==> config.mk <==
export PLATFORM = sky130hd
export DESIGN_NAME = adc_frame_smoother_flat
export DESIGN_NICKNAME = d
export VERILOG_FILES = /design/src/rtl/adc_frame_smoother_if.sv /design/src/rtl/adc_frame_smoother.sv /design/src/flat_wrapper.sv
export SDC_FILE = /design/constraint.sdc
export NUM_CORES = 1
export LEC_CHECK = 0
export ABC_AREA = 0
export CELL_PAD_IN_SITES_DETAIL_PLACEMENT = 0
export CELL_PAD_IN_SITES_GLOBAL_PLACEMENT = 2
export CORE_MARGIN = 1
export CORE_UTILIZATION = 32
export DETAILED_ROUTE_END_ITERATION = 8
export PLACE_DENSITY_LB_ADDON = 0.1
export RECOVER_POWER = 25
export SLEW_MARGIN = 0
export SYNTH_ARGS = -nofsm -noshare
export SYNTH_HDL_FRONTEND = slang
export SYNTH_SLANG_ARGS = --single-unit
==> constraint.sdc <==
create_clock -name i_clock -period 3 [get_ports i_clock]
set_clock_uncertainty 0.1 [all_clocks]
set_input_delay 0.45 -clock i_clock [delete_from_list [all_inputs] [get_ports i_clock]]
set_output_delay 0.45 -clock i_clock [all_outputs]
set_load 0.005 [all_outputs]
==> src/rtl/adc_frame_smoother_if.sv <==
// Frame bundle between the SPI receiver side and the smoother: raw words and
// the frame flag travel in, smoothed words and status flags travel out.
interface adc_frame_smoother_if #(
  parameter int DATA_WIDTH = 16
);
  logic [DATA_WIDTH-1:0] i_data0;
  logic [DATA_WIDTH-1:0] i_data1;
  logic                  i_data_received;
  logic [DATA_WIDTH-1:0] o_data0;
  logic [DATA_WIDTH-1:0] o_data1;
  logic                  o_valid;
  logic                  o_stale;
  logic                  o_overrun;

  modport master (
    output i_data0, i_data1, i_data_received,
    input  o_data0, o_data1, o_valid, o_stale, o_overrun
  );

  modport slave (
    input  i_data0, i_data1, i_data_received,
    output o_data0, o_data1, o_valid, o_stale, o_overrun
  );
endinterface

==> src/rtl/adc_frame_smoother.sv <==
// Captures two-word ADC frames from the SPI clock domain, smooths each channel
// with a first-order IIR and reports stale input and frame overruns.
module adc_frame_smoother #(
  parameter int DATA_WIDTH     = 16,
  parameter int SMOOTH_SHIFT   = 3,
  parameter int TIMEOUT_CYCLES = 500000
) (
  input  logic                i_clock,
  input  logic                i_reset,
  adc_frame_smoother_if.slave bus
);

  localparam int ACC_W = DATA_WIDTH + SMOOTH_SHIFT;
  localparam int SUM_W = ACC_W + 1;
  localparam int CNT_W = $clog2(TIMEOUT_CYCLES + 1);
  localparam logic [CNT_W-1:0] CNT_LIMIT = CNT_W'(TIMEOUT_CYCLES);
  localparam logic [CNT_W-1:0] CNT_NEAR  = CNT_W'(TIMEOUT_CYCLES - 1);

  typedef enum logic [1:0] {IDLE, FILTER0, FILTER1, OUTPUT} state_e;

  state_e                state_q, state_d;
  logic                  sync1_q, sync2_q, sync3_q;
  logic                  frameEdge;
  logic                  captureEn, filter0En, filter1En, outputEn;
  logic [DATA_WIDTH-1:0] capture0_q, capture1_q;
  logic                  preload_q;
  logic [ACC_W-1:0]      accum0_q, accum0_d;
  logic [ACC_W-1:0]      accum1_q, accum1_d;
  logic [SUM_W-1:0]      accum0Sum, accum1Sum;
  logic [CNT_W-1:0]      timeout_q, timeout_d;
  logic                  stale_q, stale_d;
  logic                  overrun_q, overrun_d;
  logic                  valid_q;
  logic [DATA_WIDTH-1:0] data0_q, data1_q;

  // Two flops resolve metastability, the third gives a clean rising-edge detect.
  always_ff @(posedge i_clock) begin
    if (i_reset) begin
      sync1_q <= 1'b0;
      sync2_q <= 1'b0;
      sync3_q <= 1'b0;
    end else begin
      sync1_q <= bus.i_data_received;
      sync2_q <= sync1_q;
      sync3_q <= sync2_q;
    end
  end

  assign frameEdge = sync2_q & ~sync3_q;

  always_ff @(posedge i_clock) begin
    if (i_reset) begin
      state_q <= IDLE;
    end else begin
      state_q <= state_d;
    end
  end

  always_comb begin
    state_d = state_q;
    case (state_q)
      IDLE:    if (frameEdge) state_d = FILTER0;
      FILTER0: state_d = FILTER1;
      FILTER1: state_d = OUTPUT;
      OUTPUT:  state_d = IDLE;
      default: state_d = IDLE;
    endcase
  end

  always_comb begin
    captureEn = 1'b0;
    filter0En = 1'b0;
    filter1En = 1'b0;
    outputEn  = 1'b0;
    case (state_q)
      IDLE:    captureEn = frameEdge;
      FILTER0: filter0En = 1'b1;
      FILTER1: filter1En = 1'b1;
      OUTPUT:  outputEn  = 1'b1;
      default: ;
    endcase
  end

  // Stale looks one count ahead so a capture on the saturating cycle still preloads.
  always_comb begin
    if (captureEn) begin
      timeout_d = '0;
    end else if (timeout_q == CNT_LIMIT) begin
      timeout_d = timeout_q;
    end else begin
      timeout_d = timeout_q + CNT_W'(1);
    end

    stale_d = stale_q;
    if (timeout_q >= CNT_NEAR) begin
      stale_d = 1'b1;
    end
    if (outputEn) begin
      stale_d = 1'b0;
    end

    overrun_d = overrun_q | (frameEdge & (state_q != IDLE));
  end

  // The extra top bit keeps acc + sample from wrapping before the decay is removed.
  always_comb begin
    accum0Sum = SUM_W'(accum0_q) + SUM_W'(capture0_q) - SUM_W'(accum0_q >> SMOOTH_SHIFT);
    accum1Sum = SUM_W'(accum1_q) + SUM_W'(capture1_q) - SUM_W'(accum1_q >> SMOOTH_SHIFT);
    accum0_d  = preload_q ? (ACC_W'(capture0_q) << SMOOTH_SHIFT) : ACC_W'(accum0Sum);
    accum1_d  = preload_q ? (ACC_W'(capture1_q) << SMOOTH_SHIFT) : ACC_W'(accum1Sum);
  end

  always_ff @(posedge i_clock) begin
    if (i_reset) begin
      capture0_q <= '0;
      capture1_q <= '0;
      preload_q  <= 1'b0;
      accum0_q   <= '0;
      accum1_q   <= '0;
      timeout_q  <= '0;
      stale_q    <= 1'b1;
      overrun_q  <= 1'b0;
      valid_q    <= 1'b0;
      data0_q    <= '0;
      data1_q    <= '0;
    end else begin
      timeout_q <= timeout_d;
      stale_q   <= stale_d;
      overrun_q <= overrun_d;
      valid_q   <= outputEn;

      if (captureEn) begin
        capture0_q <= bus.i_data0;
        capture1_q <= bus.i_data1;
        preload_q  <= stale_d;
      end else if (outputEn) begin
        preload_q  <= 1'b0;
      end

      if (filter0En) begin
        accum0_q <= accum0_d;
      end
      if (filter1En) begin
        accum1_q <= accum1_d;
      end

      if (outputEn) begin
        data0_q <= accum0_q[ACC_W-1:SMOOTH_SHIFT];
        data1_q <= accum1_q[ACC_W-1:SMOOTH_SHIFT];
      end
    end
  end

  assign bus.o_data0   = data0_q;
  assign bus.o_data1   = data1_q;
  assign bus.o_valid   = valid_q;
  assign bus.o_stale   = stale_q;
  assign bus.o_overrun = overrun_q;

endmodule
==> src/flat_wrapper.sv <==
// flat-port wrapper written by rule: the top's interface ports become plain ports
module adc_frame_smoother_flat 
#(
  parameter int DATA_WIDTH     = 16,
  parameter int SMOOTH_SHIFT   = 3,
  parameter int TIMEOUT_CYCLES = 500000
)
  (i_clock, i_reset, bus_i_data0, bus_i_data1, bus_i_data_received, bus_o_data0, bus_o_data1, bus_o_valid, bus_o_stale, bus_o_overrun);
  adc_frame_smoother_if #(.DATA_WIDTH(DATA_WIDTH)) bus_i ();
  input  logic i_clock;
  input  logic i_reset;
  input wire logic [$bits(bus_i.i_data0)-1:0] bus_i_data0;
  input wire logic [$bits(bus_i.i_data1)-1:0] bus_i_data1;
  input wire logic [$bits(bus_i.i_data_received)-1:0] bus_i_data_received;
  output wire logic [$bits(bus_i.o_data0)-1:0] bus_o_data0;
  output wire logic [$bits(bus_i.o_data1)-1:0] bus_o_data1;
  output wire logic [$bits(bus_i.o_valid)-1:0] bus_o_valid;
  output wire logic [$bits(bus_i.o_stale)-1:0] bus_o_stale;
  output wire logic [$bits(bus_i.o_overrun)-1:0] bus_o_overrun;
  assign bus_i.i_data0 = bus_i_data0;
  assign bus_i.i_data1 = bus_i_data1;
  assign bus_i.i_data_received = bus_i_data_received;
  assign bus_o_data0 = bus_i.o_data0;
  assign bus_o_data1 = bus_i.o_data1;
  assign bus_o_valid = bus_i.o_valid;
  assign bus_o_stale = bus_i.o_stale;
  assign bus_o_overrun = bus_i.o_overrun;
  adc_frame_smoother #(.DATA_WIDTH(DATA_WIDTH), .SMOOTH_SHIFT(SMOOTH_SHIFT), .TIMEOUT_CYCLES(TIMEOUT_CYCLES)) u_core (.i_clock(i_clock), .i_reset(i_reset), .bus(bus_i));
endmodule
# After elaboration in Yosys (flattened, before gate mapping)
# Index checks and enable logic that the tools add are counted.
[op_classes] addsub=5 n_mul=0 div_mod_pow=0 order_cmp=1 eq_ne=5 shift=0 muxes=12 bitwise=4 reduce_logical=4
[ops] operator="$add 19x16->19" n=2
[ops] operator="$mux 19" n=2
[ops] operator="$sub 19x16->19" n=2
[ops] operator="$add 19x1->19 const B" n=1
[ops] operator="$eq 19x19->1 const B" n=1
[ops] operator="$ge 19x19->1 const B" n=1
[ops] operator="$mux 1" n=8
[ops] operator="$pmux 2 s4" n=1
[ops] operator="$eq 2x2->1 const B" n=2
[ops] operator="$reduce_bool 2->1" n=2
[ops] operator="$and 1x1->1" n=2
[ops] operator="$eq 2x1->1 const B" n=1
[ops] operator="$logic_not 2->1" n=1
[ops] operator="$mux 2" n=1
[ops] operator="$ne 2x1->1 const B" n=1
[ops] operator="$reduce_or 2->1" n=1
[ops] operator="$not 1->1" n=1
[ops] operator="$or 1x1->1" n=1
[totals] regBits=130 latch_bits=0 ramBits=0 rom_bits=0 output_inout_bits=35 n_memories=0

# Logic depth before layout (Yosys ltp)
# Gate-level depths: netlist of the first run.
[depth] ltp_word=4 depth_mapped=13

# Worst setup path before layout of the first run
# OpenSTA, ideal clock, no wires.
[synth_timing] path_kind="register to register" start="register u_core.accum0_q[9]" end="register u_core.accum0_q[18]" setup_ps=74 arrival_ps=2843 required_time_ps=2826 path_slack_ps=-18 path_stages_with_launch=13 n_path_buf=1 period_less_slack_ps=3018 cell_sequence="dfxtp_1 -> inv_1 -> fa_1 -> inv_1 -> ha_1 -> buf_6 -> a211oi_2 -> nor2_1 -> o31a_1 -> a311o_2 -> mux2i_1 -> a211o_2 -> a31oi_1"
[synth_via] elab_chain_cells=3
[synth_rtl] item="start, declared" line="adc_frame_smoother.sv:27" source="logic [ACC_W-1:0] accum0_q, accum0_d;"
[synth_rtl] item="start signal, assigned" line="adc_frame_smoother.sv:141" source="accum0_q <= accum0_d;"
[synth_rtl] item="$add 19x16->19" line="adc_frame_smoother.sv:107" source="accum0Sum = SUM_W'(accum0_q) + SUM_W'(capture0_q) - SUM_W'(accum0_q >> SMOOTH_SHIFT);"
[synth_rtl] item="$sub 19x16->19 (*)" line="adc_frame_smoother.sv:107"
[synth_rtl] item="$mux 19 (*)" line="adc_frame_smoother.sv:109" source="accum0_d = preload_q ? (ACC_W'(capture0_q) << SMOOTH_SHIFT) : ACC_W'(accum0Sum);"
# Mark *: on every way between the ends. The rest lies on a longest branch, timed or not.
# A chain may end at the register's enable or synchronous reset.

# Final worst setup path of the first run
[layout_timing] start="register u_core.accum0_q[5]" end="register u_core.accum0_q[14]"
# The elaborated chain is that of the path after synthesis.

==> results of run 1 <==
worst max path at each step:
stage                                      from                               end  slack [ps]
2_1_floorplan   u_core.accum0_q[9]$_SDFFE_PP0N_  u_core.accum0_q[18]$_SDFFE_PP0N_          30
3_3_place_gp    u_core.accum0_q[5]$_SDFFE_PP0N_  u_core.accum0_q[18]$_SDFFE_PP0N_         -10
3_5_place_dp    u_core.accum0_q[2]$_SDFFE_PP0N_  u_core.accum0_q[18]$_SDFFE_PP0N_         -60
4_1_cts        u_core.accum0_q[10]$_SDFFE_PP0N_  u_core.accum0_q[18]$_SDFFE_PP0N_           3
5_1_grt         u_core.accum1_q[1]$_SDFFE_PP0P_  u_core.accum1_q[15]$_SDFFE_PP0P_         -30
6_report        u_core.accum0_q[5]$_SDFFE_PP0N_  u_core.accum0_q[14]$_SDFFE_PP0N_         110
metrics by stage:
step | std cells | area, um2 | total power [W]
6_report | 1429 | 10200 | 0.0124
5_1_grt | 1429 | 10200 | 0.0136
4_1_cts | 1427 | 10000 | 0.0120
3_5_place_dp | 1395 | 9390 | 0.00969
3_3_place_gp | 1395 | 9390 | 0.00975
2_1_floorplan | 963 | 7810 | 0.00719
final cells by class:
cell class | instances | area share
well taps | 319 | 0.0391
flip-flops and latches | 130 | 0.257
clock buffers | 18 | 0.0430
repair buffers | 153 | 0.130
multi-input cells | 644 | 0.460
inverters | 151 | 0.0555
clock inverters | 14 | 0.0150
repair_timing:
action	4_1_cts	5_1_grt
setup endpoints to repair	2	21
gates resized for setup	7	53
gates cloned	0	0
pin swaps	1	15
setup buffers	0	2
synthesized netlist by cell type (all sizes together) (5+ instances only):
| master | instances |
|---|---|
| nand2 | 108 |
| or3 | 5 |
| nand2b | 13 |
| xnor2 | 20 |
| nor2b | 9 |
| a211oi | 24 |
| dfxtp | 130 |
| a31oi | 5 |
| mux2i | 36 |
| o21ai | 36 |
| buf | 6 |
| o22ai | 11 |
| a311oi | 7 |
| nor3 | 13 |
| a21o | 12 |
| clkbuf | 32 |
| fa | 32 |
| xor2 | 20 |
| ha | 44 |
| o21bai | 5 |
| inv | 149 |
| nor2 | 99 |
| nand3 | 15 |
| nand4 | 7 |
| a21oi | 73 |
registers in the layout (all words and copies together) (netlist names), 2 cells and up:
name	cells
u_core.accum0_q	19
u_core.accum1_q	19
u_core.bus.o_data0	16
u_core.bus.o_data1	16
u_core.capture0_q	16
u_core.capture1_q	16
u_core.state_q	2
u_core.timeout_q	19
power by group through the flow:
stage | clock network, W | logic, W | registers (W)
final | 0.00212 | 0.00816 | 0.00214
after global routing | 0.00226 | 0.00915 | 0.00217
after CTS | 0.00219 | 0.00768 | 0.00213
after detailed placement | 0 | 0.00752 | 0.00216
after global placement | 0 | 0.00760 | 0.00216
after floorplan | 0 | 0.00504 | 0.00215
per-layer routing:
| metal | up-vias | GRT usage | part of all wire |
|---|---|---|---|
| met2 | 78 | 0.311 | 0.49 |
| met3 | 9 | 0.0342 | 0.023 |
| met1 | 3095 | 0.229 | 0.48 |
| met5 | - | 0 | 0 |
| li1 | 3459 | - | - |
| met4 | 0 | 0.0435 | 0.0072 |
logic make-up (layout without fill, tap and decap cells):
group                    count (synthesis)  in the layout
AO/OA/AOI/OAI                          206            206
flip-flops                             130            130
multiplexers                            37             37
buffers and inverters                  189            336
AND/OR/NAND/NOR                        285            285
XOR/XNOR                                40             40
adder cells (fa/ha/maj)                 76             76
==> impl_metrics.json, run 1 <==
{
  "internal_power_w": 0.00713,
  "grt_pass1_wl_mm": 34.8,
  "slew_viol_final": 0,
  "syn_nets": 1074,
  "crit_path_max_incr_delay_ps": 530,
  "path_clk_slew_ps": 70,
  "track_usage": 0.180,
  "required_ps": 3240,
  "synth_top_family_by_area": "compound AO/OA/AOI/OAI gates",
  "final_util": 0.431,
  "clockBufferDepth": 2,
  "synth_ff_type": "dfxtp_1",
  "multi_input_area_um2": 4700,
  "io_pins": 70,
  "tns_ps": 0,
  "hold_viol": 0,
  "row_count": 56,
  "r2r_start": "u_core.accum0_q[5]$_SDFFE_PP0N_",
  "final.fill_count": 2547,
  "grt_max_degree": 59,
  "pwr-share-comb": 0.657,
  "p_per_area_nw_per_um2": 1220,
  "synth_edf_count": 0,
  "path_common_cell": "inv_1",
  "start_util": 0.330,
  "h-tree-depth": 4,
  "yosysSeqAreaShare": 0.333,
  "min_path_type": "input pin to flip-flop",
  "num_antenna_cells": 0,
  "cts_sinks": 130,
  "p_clk_frac": 0.170,
  "crit_slowest_cell": "fa_1",
  "grt_overflow_total": 0,
  "dr.pass1.iters": 5,
  "gp_congestion": 0.802,
  "swShare": 0.426,
  "mostFrequentLayoutCells": "inv_1 (145), dfxtp_1 (117), nand2_1 (108)",
  "yosysWarnings": 0,
  "route.detailed.drc": 0,
  "clk_latency_ps": 420,
  "syn_inst": 963,
  "critical-path-top-delay-family": "adder cells",
  "grt_pass1_vias": 6863,
  "wl_per_cell_um": 14.8,
  "synth_compound_area_frac": 0.169,
  "synthTopCellsByArea": "dfxtp_1 (33%), fa_1 (8.2%), inv_1 (7.2%)",
  "antenna_left": 0,
  "peakVddDrop_mv": 0.457,
  "first_iter_violations": 239,
  "syn2layout_area_growth_pct": 30.6,
  "cp-end-kind": "flip-flop",
  "cts_buffers": 17,
  "vias": 6641,
  "hold_depth": 2,
  "start_kind": "flip-flop",
  "r2r-end": "u_core.accum0_q[14]$_SDFFE_PP0N_",
  "tightestPinTransition_ps": 908,
  "holdWs_ps": 325,
  "nNetsFinal": 1208,
  "synthArstFlopShare": 0,
  "final_common_cell": "inv_1",
  "synth_mux_area_frac": 0.0476,
  "critPathMaxFanout": 4,
  "drt-total-wl_mm": 21.1,
  "hp-start": "i_reset",
  "setup_violations": 0,
  "antenna_found_initial": 0,
  "rsz0062_at_grt": "true",
  "leakagePower_nw": 4.08,
  "period_needed_ps": 2890,
  "hold_buffers": 0,
  "avgViaCountPerCell": 4.65,
  "synth.avg_cell_area_um2": 8.11,
  "synth.top_cell.area_share": 0.333,
  "die_x_um": 158,
  "place_hpwl_mm": 15.7,
  "pwr-share-seq": 0.172,
  "synth-xor-area-share": 0.0449,
  "dpl_worst_slack_ps": -60.8,
  "yosys.area.top_type": "dfxtp_1",
  "synthAdderAreaFrac": 0.153,
  "dieArea_um2": 25000,
  "cp.depth": 12,
  "slew_headroom": 0.395,
  "min_period_over_period": 0.964,
  "yosys.area_share.simple": 0.161,
  "hold_end": "u_core.accum1_q[3]$_SDFFE_PP0P_",
  "ys_ff_latch": 130,
  "arrival_ps": 3130,
  "max_freq_mhz": 346,
  "crit_chain": "inv_1, fa_1, inv_1, ha_1, nor3_2, nor3b_2, a2bb2oi_2, a311o_2, buf_4, xor2_1, nand2_1, a311oi_1",
  "cts_tree": "yes",
  "crit_buf_inv": 3,
  "maxCapViolCount": 0,
  "root_buffer": "clkbuf_16",
  "io_buffers": 69,
  "register_area_um2": 2620,
  "status": "finished clean",
  "drive_above_1_share": 0.157,
  "r2r_slack_ps": 110,
  "coreArea_um2": 23700,
  "reg2reg_depth": 12,
  "syn_area_um2": 7810,
  "yosysUniqueCellTypes": 62,
  "die_y_um": 158,
  "critPathKind": "flip-flop to flip-flop",
  "switchingPower_w": 0.00528,
  "worst_slack_ps": 108
}
(Power assumes the default switching activity.)
==> run 2: changes to the inputs <==
--- a/config.mk
+++ b/config.mk
@@ -10,6 +10,7 @@
 export CELL_PAD_IN_SITES_GLOBAL_PLACEMENT = 2
 export CORE_MARGIN = 1
 export CORE_UTILIZATION = 32
+export CTS_BUF_LIST = sky130_fd_sc_hd__clkbuf_8 sky130_fd_sc_hd__clkbuf_16
 export DETAILED_ROUTE_END_ITERATION = 8
 export PLACE_DENSITY_LB_ADDON = 0.1
 export RECOVER_POWER = 25
==> results of run 2 <==
The final DEF is identical to that of run 1; final timing and power are the same.
==> run 3: changes to the inputs <==
--- a/config.mk
+++ b/config.mk
@@ -8,7 +8,7 @@
 export ABC_AREA = 0
 export CELL_PAD_IN_SITES_DETAIL_PLACEMENT = 0
 export CELL_PAD_IN_SITES_GLOBAL_PLACEMENT = 2
-export CORE_MARGIN = 1
+export CORE_MARGIN = 2
 export CORE_UTILIZATION = 32
 export CTS_BUF_LIST = sky130_fd_sc_hd__clkbuf_8 sky130_fd_sc_hd__clkbuf_16
 export DETAILED_ROUTE_END_ITERATION = 8
==> run 3 against run 2 <==
Net effect:
- fmax down 0.32%
- first-iteration DRC count increased by 18%
- highest routed layer unchanged
- worst hold slack worse by 56 ps
- critical endpoint is now u_core.accum0_q[18]$_SDFFE_PP0N_
- non-clock buffer count up 7
- critical path type unchanged
- wire length rose by 3.1%
==> impl_metrics.json, run 3 (synthesis results as in run 1) <==
{
  "p_per_area_nw_per_um2": 1230,
  "internal_power_w": 0.00737,
  "hp-start": "i_reset",
  "worst_slack_ps": 99.1,
  "route.detailed.drc": 0,
  "status": "finished clean",
  "vias": 6736,
  "antenna_found_initial": 0,
  "period_needed_ps": 2900,
  "place_hpwl_mm": 16.1,
  "antenna_left": 0,
  "drive_above_1_share": 0.169,
  "holdWs_ps": 269,
  "rsz0062_at_grt": "true",
  "path_clk_slew_ps": 60,
  "swShare": 0.420,
  "num_antenna_cells": 0,
  "hold_viol": 0,
  "die_x_um": 160,
  "mostFrequentLayoutCells": "inv_1 (145), dfxtp_1 (116), nand2_1 (107)",
  "p_clk_frac": 0.180,
  "h-tree-depth": 4,
  "min_period_over_period": 0.967,
  "reg_top3": "u_core.accum0_q: 19 flops, u_core.accum1_q: 19 flops, u_core.timeout_q: 19 flops",
  "required_ps": 3240,
  "syn2layout_area_growth_pct": 32.0,
  "avgViaCountPerCell": 4.67,
  "pwr-share-seq": 0.168,
  "dpl_worst_slack_ps": -26.7,
  "leakagePower_nw": 4.13,
  "die_y_um": 160,
  "row_count": 57,
  "slew_viol_final": 0,
  "dr.pass1.iters": 4,
  "tightestPinTransition_ps": 1040,
  "dieArea_um2": 25700,
  "root_buffer": "clkbuf_16",
  "io_pins": 70,
  "grt_overflow_total": 0,
  "arrival_ps": 3140,
  "setup_violations": 0,
  "cp-end-kind": "flip-flop",
  "first_iter_violations": 283,
  "grt_pass1_vias": 6818,
  "critPathMaxFanout": 3,
  "clockBufferDepth": 2,
  "nNetsFinal": 1215,
  "drt-total-wl_mm": 21.7,
  "io_buffers": 69,
  "peakVddDrop_mv": 0.430,
  "maxCapViolCount": 0,
  "tns_ps": 0,
  "cts_buffers": 17,
  "grt_pass1_wl_mm": 35.6,
  "pwr-share-comb": 0.652,
  "min_path_type": "input pin to flip-flop",
  "final_common_cell": "inv_1",
  "wl_per_cell_um": 15.1,
  "slew_headroom": 0.309,
  "start_util": 0.324,
  "cts_sinks": 130,
  "gp_congestion": 0.786,
  "cts_tree": "yes",
  "critPathKind": "flip-flop to flip-flop",
  "coreArea_um2": 24100,
  "clk_latency_ps": 420,
  "critPathLaunch": "u_core.capture0_q[9]$_SDFFE_PP0P_",
  "start_kind": "flip-flop",
  "max_freq_mhz": 345,
  "grt_max_degree": 43,
  "track_usage": 0.174,
  "r2r_start": "u_core.capture0_q[9]$_SDFFE_PP0P_",
  "switchingPower_w": 0.00534
}
## run 3: cell count changes in the layout (fill, tap and decap cells not counted), moves of 2 or more
cell / delta
bufinv_16: +2
buf_4: +7
ha_1: -2
o21ai_2: +2
a21oi_2: +3
inv_6: -2
o21ai_0: -3
ha_2: +2
a21oi_1: -3
## run 3: routing by layer
layer	share of wire	vias to the layer above	track usage
li1	-	3468	-
met3	0.020	10	0.0325
met4	0.0080	0	0.0410
met2	0.51	63	0.307
met1	0.47	3195	0.221
met5	0	-	0
## run 3: final cells by class
type / count / area [um2]
fill: 2569 / 13800
multi-input combinational: 644 / 4720
sequential: 130 / 2630
timing repair buffer: 160 / 1360
inverter: 151 / 567
clock buffer: 17 / 425
tap: 324 / 405
clock inverter: 15 / 206
## run 3: what timing repair did
action | 4_1_cts | 5_1_grt
hold buffers | 0 | 0
buffers inserted | 0 | 3
resized for setup | 4 | 68
endpoints found under the setup margin | 1 | 19
pin swaps | 0 | 18
## run 3: critical path, cell delays in order, from the launching register on
cell	delay, ps
dfxtp_2	330
inv_2	40
fa_1	550
inv_2	50
ha_4	210
a211oi_2	200
nor2_1	80
o31a_1	240
a311o_2	410
mux2i_2	170
a211o_2	300
a31oi_1	140
## run 3: path summary, 6_finish.rpt
| kind | to | slack, ps | cells after the start |
|---|---|---|---|
| min reg2reg | u_core.sync2_q$_SDFF_PP0_ | 350 | 1 |
| max | u_core.accum0_q[18]$_SDFFE_PP0N_ | 100 | 11 |
| min | u_core.accum1_q[2]$_SDFFE_PP0P_ | 270 | 2 |
| max reg2reg | u_core.accum0_q[18]$_SDFFE_PP0N_ | 100 | 11 |
## run 3: power groups by stage
stage          Combinational, W  Sequential, W  Clock, W
6_report                0.00829        0.00214   0.00228
5_1_grt                 0.00940        0.00217   0.00242
4_1_cts                 0.00775        0.00212   0.00236
3_5_place_dp            0.00761        0.00216         0
3_3_place_gp            0.00766        0.00216         0
2_1_floorplan           0.00504        0.00215         0
## run 3: stage by stage
stage	utilization	instance area, um2	power [W]	std cells
2_1_floorplan	-	7810	0.00719	963
3_3_place_gp	0.391	9430	0.00982	1406
3_5_place_dp	0.391	9430	0.00977	1406
4_1_cts	0.419	10100	0.0122	1438
5_1_grt	0.428	10300	0.0140	1441
6_report	0.428	10300	0.0127	1441
